$ cat src/rtl/fetch_redirect_unit.sv
// Fetch redirect unit: owns the fetch PC, applies branch redirects, defers
// redirects that arrive during a stall, flushes the front-end pipeline
// registers, inserts fetch bubbles after a redirect and counts redirects.
module fetch_redirect_unit #(
  parameter logic [31:0] RESET_PC      = 32'h0000_0000,
  parameter int          INSTR_BYTES   = 4,
  parameter int          BUBBLE_CYCLES = 1
) (
  input  logic        clk,
  input  logic        reset,
  input  logic        stall,
  input  logic        shouldBranch,
  input  logic [31:0] branchTarget,
  output logic [31:0] programCounter,
  output logic        fetchValid,
  output logic        flushDecode,
  output logic        flushExecute,
  output logic        redirectPending,
  output logic        misalignedTarget,
  output logic [31:0] redirectCount
);

  localparam logic [3:0]  BUBBLE_LOAD = 4'(BUBBLE_CYCLES);
  localparam logic [31:0] PC_STEP     = 32'(INSTR_BYTES);

  logic [31:0] pendingTarget;
  logic [3:0]  bubbleCnt;
  logic        reqActive;
  logic [31:0] reqTarget;
  logic        applyRedirect;

  // A live request always wins over a held one; a redirect can only land
  // on a cycle where the hazard unit lets the front end advance.
  always_comb begin
    reqActive     = shouldBranch | redirectPending;
    reqTarget     = shouldBranch ? branchTarget : pendingTarget;
    applyRedirect = reqActive & ~stall;
    flushDecode   = applyRedirect;
    flushExecute  = applyRedirect;
  end

  // PC, deferred-redirect, bubble-counter and statistics registers.
  always_ff @(posedge clk or posedge reset) begin
    if (reset) begin
      programCounter   <= RESET_PC;
      pendingTarget    <= 32'h0;
      redirectPending  <= 1'b0;
      fetchValid       <= 1'b0;
      misalignedTarget <= 1'b0;
      bubbleCnt        <= 4'h0;
      redirectCount    <= 32'h0;
    end else if (applyRedirect) begin
      programCounter   <= {reqTarget[31:2], 2'b00};
      misalignedTarget <= |reqTarget[1:0];
      redirectPending  <= 1'b0;
      redirectCount    <= redirectCount + 32'd1;
      bubbleCnt        <= BUBBLE_LOAD;
      fetchValid       <= 1'b0;
    end else begin
      misalignedTarget <= 1'b0;
      if (stall) begin
        // Everything freezes; a branch seen now is held (newest wins).
        if (shouldBranch) begin
          pendingTarget   <= branchTarget;
          redirectPending <= 1'b1;
        end
      end else begin
        programCounter <= programCounter + PC_STEP;
        if (bubbleCnt != 4'h0) begin
          bubbleCnt  <= bubbleCnt - 4'h1;
          fetchValid <= (bubbleCnt == 4'h1);
        end else begin
          fetchValid <= 1'b1;
        end
      end
    end
  end

endmodule

$ cat config.mk
export PLATFORM = sky130hd
export DESIGN_NAME = fetch_redirect_unit
export DESIGN_NICKNAME = d
export VERILOG_FILES = /design/src/rtl/fetch_redirect_unit.sv
export SDC_FILE = /design/constraint.sdc
export NUM_CORES = 1
export LEC_CHECK = 0
export BUFFER_PORTS_ARGS = -buffer_cell sky130_fd_sc_hd__buf_4
export CAP_MARGIN = 20
export CORE_MARGIN = 1.5
export CORE_UTILIZATION = 48
export CTS_BUF_LIST = sky130_fd_sc_hd__clkbuf_8
export DETAILED_ROUTE_END_ITERATION = 6
export PLACE_DENSITY = 0.74
export SYNTH_ARGS = -nofsm -noshare
export SYNTH_HDL_FRONTEND = slang
export SYNTH_SLANG_ARGS = --single-unit
$ cat constraint.sdc
create_clock -name clk -period 3.25 [get_ports clk]
set_clock_uncertainty 0.05 [all_clocks]
set_input_delay 0.4875 -clock clk [delete_from_list [all_inputs] [get_ports clk]]
set_output_delay 0.4875 -clock clk [all_outputs]
set_load 0.05 [all_outputs]
## After elaboration in Yosys (flattened, before gate mapping)

Index checks and enable logic that the tools add are counted.

| storage, ports and cells | value |
|---|---|
| register bits after elaboration | 103 |
| input bits | 36 |
| output and inout port bits | 69 |
| word-level logic and storage cells | 37 |

| operators by class | value |
|---|---|
| $add $sub $neg | 3 |
| equality and inequality tests | 2 |
| mux-type cells | 13 |
| bitwise operators | 4 |
| reduce and logical (&&, ||, !) cells | 8 |

Operator list:

| cell | number |
|---|---|
| two-way mux 32 bit | 3 |
| adder 32 x 1 -> 32 bit, second input constant | 1 |
| adder 32 x 3 -> 32 bit, second input constant | 1 |
| two-way mux 4 bit | 3 |
| two-way mux 1 bit | 7 |
| AND reduction 2 bit | 3 |
| nonzero test 2 bit | 3 |
| == test 4 x 1 -> 1 bit, second input constant | 1 |
| nonzero test 4 bit | 1 |
| subtractor 4 x 1 -> 4 bit, second input constant | 1 |
| inequality test 2 x 1 -> 1 bit, second input constant | 1 |
| NOT 1 bit | 2 |
| OR reduction 2 bit | 1 |
| AND 1 bit | 1 |
| OR 1 bit | 1 |

## Depth between registers and ports, before layout

Gate-level depths: netlist of the first run.

| depth | value |
|---|---|
| depth in word-level cells | 4 |
| mapped depth | 7 |
| mapped depth without buffers | 6 |

## Worst setup path before layout of the first run

Ideal clock, no wire load.

| timing path | value |
|---|---|
| path kind | register to register |
| from | reg redirectPending |
| to | reg redirectCount[17] |
| library setup time | 0.141 ns |
| arrival time | 2.076 ns |
| data required time | 3.059 ns |
| setup slack | 0.983 ns |
| cell stages (with the launch flop) | 8 |
| path buffers | 1 |
| period minus slack after synthesis | 2.267 ns |
| path through | dfrtp_1 > o21bai_1 > inv_1 > buf_2 > nand3_1 > nor4_2 > nand4_1 > xnor2_1 |

| on the way | value |
|---|---|
| cells in the longest elaborated chain, start to end | 2 |

Ends and longest elaborated chain:

| element | line | source |
|---|---|---|
| from (decl) | 18 | `output logic redirectPending,` |
| from (signal assigned) | 47 | `redirectPending <= 1'b0;` |
| from (signal assigned) | 55 | `redirectPending <= 1'b0;` |
| from (signal assigned) | 65 | `redirectPending <= 1'b1;` |
| OR 1 bit | 35 | `reqActive = shouldBranch \| redirectPending;` |
| AND 1 bit | 37 | `applyRedirect = reqActive & ~stall;` |
| named net flushDecode | 16 | `output logic flushDecode,` |
| to (signal assigned) | 56 | `redirectCount <= redirectCount + 32'd1;` |
| to (decl) | 20 | `output logic [31:0] redirectCount` |

The timed path passes the listed nets, and every way through them passes these cells.
A chain may end at the register's enable or synchronous reset.

## Final worst setup path of the first run

| timing path | value |
|---|---|
| from | reg redirectPending |
| to | out flushDecode |

| on the way | value |
|---|---|
| cells in the longest elaborated chain, start to end | 2 |

Ends and longest elaborated chain:

| element | line |
|---|---|
| OR 1 bit | 35 |
| AND 1 bit | 37 |
| to (decl) | 16 |

No other way between the ends.

==> results of run 1 <==
==> power breakdown <==
group | total [uW] | switching, uW | internal (uW)
Sequential | 1620 | 204 | 1410
Clock | 761 | 454 | 307
Combinational | 984 | 644 | 340
==> how the worst min path moves through the flow <==
stage | slack [ns] | cells past startpoint | start | endpoint
finish | 0.15 | 2 | reset | redirectCount[3]
floorplan | 0.42 | 1 | pendingTarget[10] | pendingTarget[10]
CTS | 0.17 | 2 | reset | redirectCount[17]
global route | 0.19 | 2 | reset | redirectCount[16]
detailed placement | 0.44 | 1 | pendingTarget[10] | pendingTarget[10]
global placement | 0.41 | 1 | redirectCount[31] | redirectCount[31]
==> state kept, by name, indices dropped and copies added (netlist names) <==
name / cells
redirectPending: 1
pendingTarget: 32
bubbleCnt: 4
fetchValid: 1
misalignedTarget: 1
programCounter: 30
redirectCount: 32
==> metrics by stage <==
stage               cells   util
floorplan             526      -
global placement      740  0.585
detailed placement    740  0.585
CTS                   756  0.602
global route          756  0.602
finish                756  0.602
==> area by class of cell <==
type                            instances  area [um^2]  share of cell area
Timing Repair Buffer                  110          838               0.134
Multi-Input combinational cell        374         2480               0.396
Inverter                               19         73.8              0.0118
Tap cell                              136          170              0.0271
Sequential cell                       101         2530               0.403
Clock inverter                          6         45.0             0.00718
Clock buffer                           10          138              0.0219
==> worst max-delay path: cells and delay by family (launching register included) <==
kind / cells / cell delay, ns
AOI/OAI and AO/OA: 1 / 0.47
buffers and inverters: 4 / 0.77
DFF: 1 / 0.37
==> cells in the final DEF, fill, tap and decap left out, types with 5 or more instances in the layout <==
| cell type | instances |
|---|---|
| a211oi_1 | 7 |
| a21oi_1 | 31 |
| a22oi_1 | 10 |
| a31oi_1 | 7 |
| and3_1 | 10 |
| buf_4 | 109 |
| clkbuf_8 | 10 |
| dfrtp_1 | 101 |
| inv_1 | 18 |
| mux2_2 | 27 |
| mux2i_1 | 7 |
| nand2_1 | 44 |
| nand3_1 | 23 |
| nand4_1 | 16 |
| nor2_1 | 47 |
| nor3_1 | 8 |
| nor4_1 | 5 |
| o21ai_0 | 22 |
| o22a_1 | 6 |
| o311ai_0 | 5 |
| xnor2_1 | 24 |
| xor2_1 | 8 |
==> routing by layer <==
layer  vias to the layer above  global-route usage  part of all wire
li1                       2084                   -                 -
met1                      2156               0.318              0.45
met2                       156               0.369              0.48
met3                        17              0.0492             0.061
met4                         0              0.0619             0.012
met5                         -                   0                 0
==> logic make-up after synthesis <==
logic type               count (synthesis)  synth area share
adder cells (fa/ha/maj)                  4           0.00960
AND/OR/NAND/NOR                        189             0.199
multiplexers                            34            0.0718
buffers and inverters                   51            0.0398
flip-flops                             101             0.485
XOR/XNOR                                32            0.0538
other                                    1          0.000719
AO/OA/AOI/OAI                          113             0.141
==> impl_metrics.ini, run 1 <==
[status]
outcome = complete, no violations

[yosys]
synthFlopType = dfrtp_1
seq_area_frac_synth = 0.485
netlist_top_cells_count = dfrtp_1, nor2_1, nand2_1
synth-edff-count = 0
synth_most_common_cell = dfrtp_1
synth_top_area_share = 0.485
syn_inst = 525
avgSynthCellArea_um2 = 9.93
ys_types = 58
synth.area.top_cells = dfrtp_1, mux2_2, xnor2_1
synth_warnings = 0
ys_ff_latch = 101
syn_area_um2 = 5210
async_reset_ff_frac = 1.00
synth_top_area_cell = dfrtp_1

[setup_path]
cp_slowest_cell = o21bai_1
r2r_cells = 5
cp-startpoint = redirectPending
cp-start-kind = register
arrival_ns = 1.99
r2r_end = programCounter[25]
path_class = register to output port
path_common_cell = buf_4
required_ns = 2.71
max_stage_delay_ns = 0.47
crit_end = flushDecode
critPathMaxFanout = 23
critPathCaptureType = output port
timing.rr.start = programCounter[8]
path_cells = buf_4, o21bai_1, inv_1, buf_4, buf_4
r2r_slack_ns = 1.06

[final_layout]
fillCellCount = 915
synthToLayoutAreaGrowth_pct = 20.4
num_antenna_cells = 0
nets = 655
drive_above_1_share = 0.268
final_area_um2 = 6270

[global_route]
grt.total_usage = 0.231
grt_overflow_total = 0
grt_max_degree = 57
antenna_found_initial = 0
grt_pass1_wl_mm = 21.0
grt_pass1_vias = 4282

[placement]
place.gp.congestion = 0.858
dp_slack_ns = 0.952
dpl.hpwl_mm = 9.03
numPortBuffers = 102
detailed_place.area_um2 = 6090

[routing]
vias_per_cell = 5.84
detail_route.wirelength_mm = 12.7
ant_nets = 0
dr_total_vias = 4413
drtIter0Drc = 318
drc = 0
wl_per_cell_um = 16.7
dr.pass1.iters = 5

[die]
die_area_um2 = 11500
pin_count = 105
fp.dieH_um = 107
die_w_um = 107
core_um2 = 10400
initial_core_util = 0.501
rows = 37

[timing]
rsz0062_at_grt = false
tns_ns = 0
hold_viol = 0
worst_pin_slew_ns = 0.787
timing.hold.ws_ns = 0.147
setup_viol = 0
worst_slack_ns = 0.722
relSlewSlack = 0.474
finalCritPeriodShare = 0.778
slew_violations = 0
max_freq_mhz = 396
fin_crit_ns = 2.53

[clock_network]
cts_buffer_depth = 2
cts_root_buffer = clkbuf_8
cts.sinks = 101
hold_buffers = 0
cts_tree = yes
cts_buffers = 9
h-tree-depth = 3
clock_latency_ns = 0.37
cts_resized = 0
clk_pin_slew_ns = 0.10
postCtsSetupBuffers = 0

[power]
max-vdd-ir-drop_mv = 0.426
total_power_uw = 3360
p_leak_uw = 0.00282
power_density_nw_per_um2 = 536

[run]
cap_violations = 0

[worst_hold_path]
hp-class = input port to async pin
(Power assumes the default switching activity.)
==> run 2, diff against run 1 <==
- clock period: 3.25 -> 2 ns (I/O delays scaled with it)
==> run 2 against run 1 <==
Compared with the run above:
- first-iteration DRC count down 32%
- cell count increased by 3.6%
- power grew 76%
- global-route usage is 0.56 points higher
- die area did not move
- combinational power grew 73%
- sequential share of layout area fell by 1.8 points
- flip-flop and latch count unchanged
- core utilization up 3.5 points
- cell area grew 5.8%
- setup slack worse by 0.63 ns
- wire length up 3.7%
- largest cell class unchanged
==> impl_metrics.ini, run 2 (synthesized netlist as in run 1, its figures left out) <==
[die]
fp.dieH_um = 107
rows = 37
die_area_um2 = 11500
core_um2 = 10400
initial_core_util = 0.501
die_w_um = 107
pin_count = 105

[final_layout]
final_cell_mix = buf_4, dfrtp_1, nor2_1, nand2_1, a21oi_1
num_antenna_cells = 0
synthToLayoutAreaGrowth_pct = 27.4
final_area_um2 = 6640
layout_commonest_cell = buf_4
layout.cells.non_filler = 783
top_regs = pendingTarget (32), redirectCount (32), programCounter (30)
drive_above_1_share = 0.340
nets = 682

[routing]
dr_total_vias = 4532
dr.pass1.iters = 5
vias_per_cell = 5.79
drtIter0Drc = 215
drc = 0
ant_nets = 0
detail_route.wirelength_mm = 13.1
wl_per_cell_um = 16.8

[setup_path]
required_ns = 2.25
path_buf_inv = 1
critPathCaptureType = register
cpLargestDelayFamily = simple AND/OR/NAND/NOR gates
path_class = register to register
arrival_ns = 2.15
path_cells = nand4_1, or4_4, nor4_4, buf_4, xor2_1
critPathMaxFanout = 5
max_stage_delay_ns = 0.56
cp-start-kind = register
cp_slowest_cell = or4_4

[worst_hold_path]
hp-class = input port to async pin

[placement]
place_inst = 764
detailed_place.area_um2 = 6350
dpl.hpwl_mm = 9.32
place.gp.congestion = 0.859
numPortBuffers = 102

[global_route]
antenna_found_initial = 0
grt.total_usage = 0.236
grt_overflow_total = 0
grt_max_degree = 102
grt_pass1_wl_mm = 21.4
grt_pass1_vias = 4308

[power]
power_density_nw_per_um2 = 893
max-vdd-ir-drop_mv = 0.554
p_leak_uw = 0.00296

[timing]
max_freq_mhz = 524
finalCritPeriodShare = 0.954
fin_crit_ns = 1.91
hold_viol = 0
relSlewSlack = 0.548
slew_violations = 0
worst_pin_slew_ns = 0.677
tns_ns = 0
setup_viol = 0
rsz0062_at_grt = true

[clock_network]
cts_buffers = 9
cts_tree = yes
h-tree-depth = 3
cts.sinks = 101
clk_pin_slew_ns = 0.10
clock_latency_ns = 0.37
cts_root_buffer = clkbuf_8
cts_buffer_depth = 2

[status]
outcome = complete, no violations

[run]
cap_violations = 0
==> run 2: power breakdown <==
group | total [uW] | switching [uW] | internal [uW] | leakage (uW)
clock network | 1620 | 715 | 902 | 0.000126
registers | 2610 | 305 | 2310 | 0.00122
logic | 1700 | 1090 | 608 | 0.00162
total | 5930 | 2110 | 3820 | 0.00296
==> run 2: routing by layer <==
layer | up-vias | routed length [um] | track usage
met4 | 0 | 190 | 0.0781
met3 | 19 | 800 | 0.0480
met5 | - | 0 | 0
li1 | 2129 | - | -
met1 | 2227 | 5920 | 0.326
met2 | 157 | 6210 | 0.372
==> run 2: worst paths after layout <==
kind / slack, ns / end / cells after the start / from
min reg2reg: 0.43 / redirectCount[31] / 1 / redirectCount[31]
min in group clk: 0.12 / pendingTarget[19] / 2 / branchTarget[19]
max reg2reg: 0.09 / redirectCount[24] / 5 / redirectCount[11]
max in group asynchronous: 1.40 / programCounter[3] / 3 / reset
max: 0.09 / redirectCount[24] / 5 / redirectCount[11]
min: 0.02 / redirectCount[15] / 3 / reset
==> run 2: worst reg2reg max path, stage by stage (launching register included) <==
cell and delay [ns]:
dfrtp_2 0.42, nand4_1 0.14, or4_4 0.56, nor4_4 0.34
buf_4 0.18, xor2_1 0.14
==> run 2: metrics by stage <==
| stage | hold WS [ns] | power (uW) | setup WS [ns] | utilization |
|---|---|---|---|---|
| after global routing | 0.0582 | 6200 | -0.0174 | 0.638 |
| after detailed placement | 0.420 | 4340 | 0.0313 | 0.610 |
| final | 0.0185 | 5930 | 0.0926 | 0.638 |
| after global placement | 0.414 | 4290 | 0.0898 | 0.610 |
| after CTS | 0.0504 | 5950 | 0.0528 | 0.635 |
| after floorplan | 0.401 | 3740 | -0.0167 | - |
==> run 2: timing repair <==
item                       CTS  global route
setup endpoints to repair    0             8
resized for setup            0             5
hold buffers                 0             0
setup buffers                0             3
==> run 2: layout make-up <==
| cell class | instances | area, um^2 |
|---|---|---|
| well taps | 136 | 170 |
| fillers | 826 | 3770 |
| inverters | 19 | 75.1 |
| repair buffers | 137 | 1090 |
| clock inverters | 5 | 106 |
| flip-flops and latches | 101 | 2560 |
| clock buffers | 11 | 151 |
| multi-input cells | 374 | 2490 |
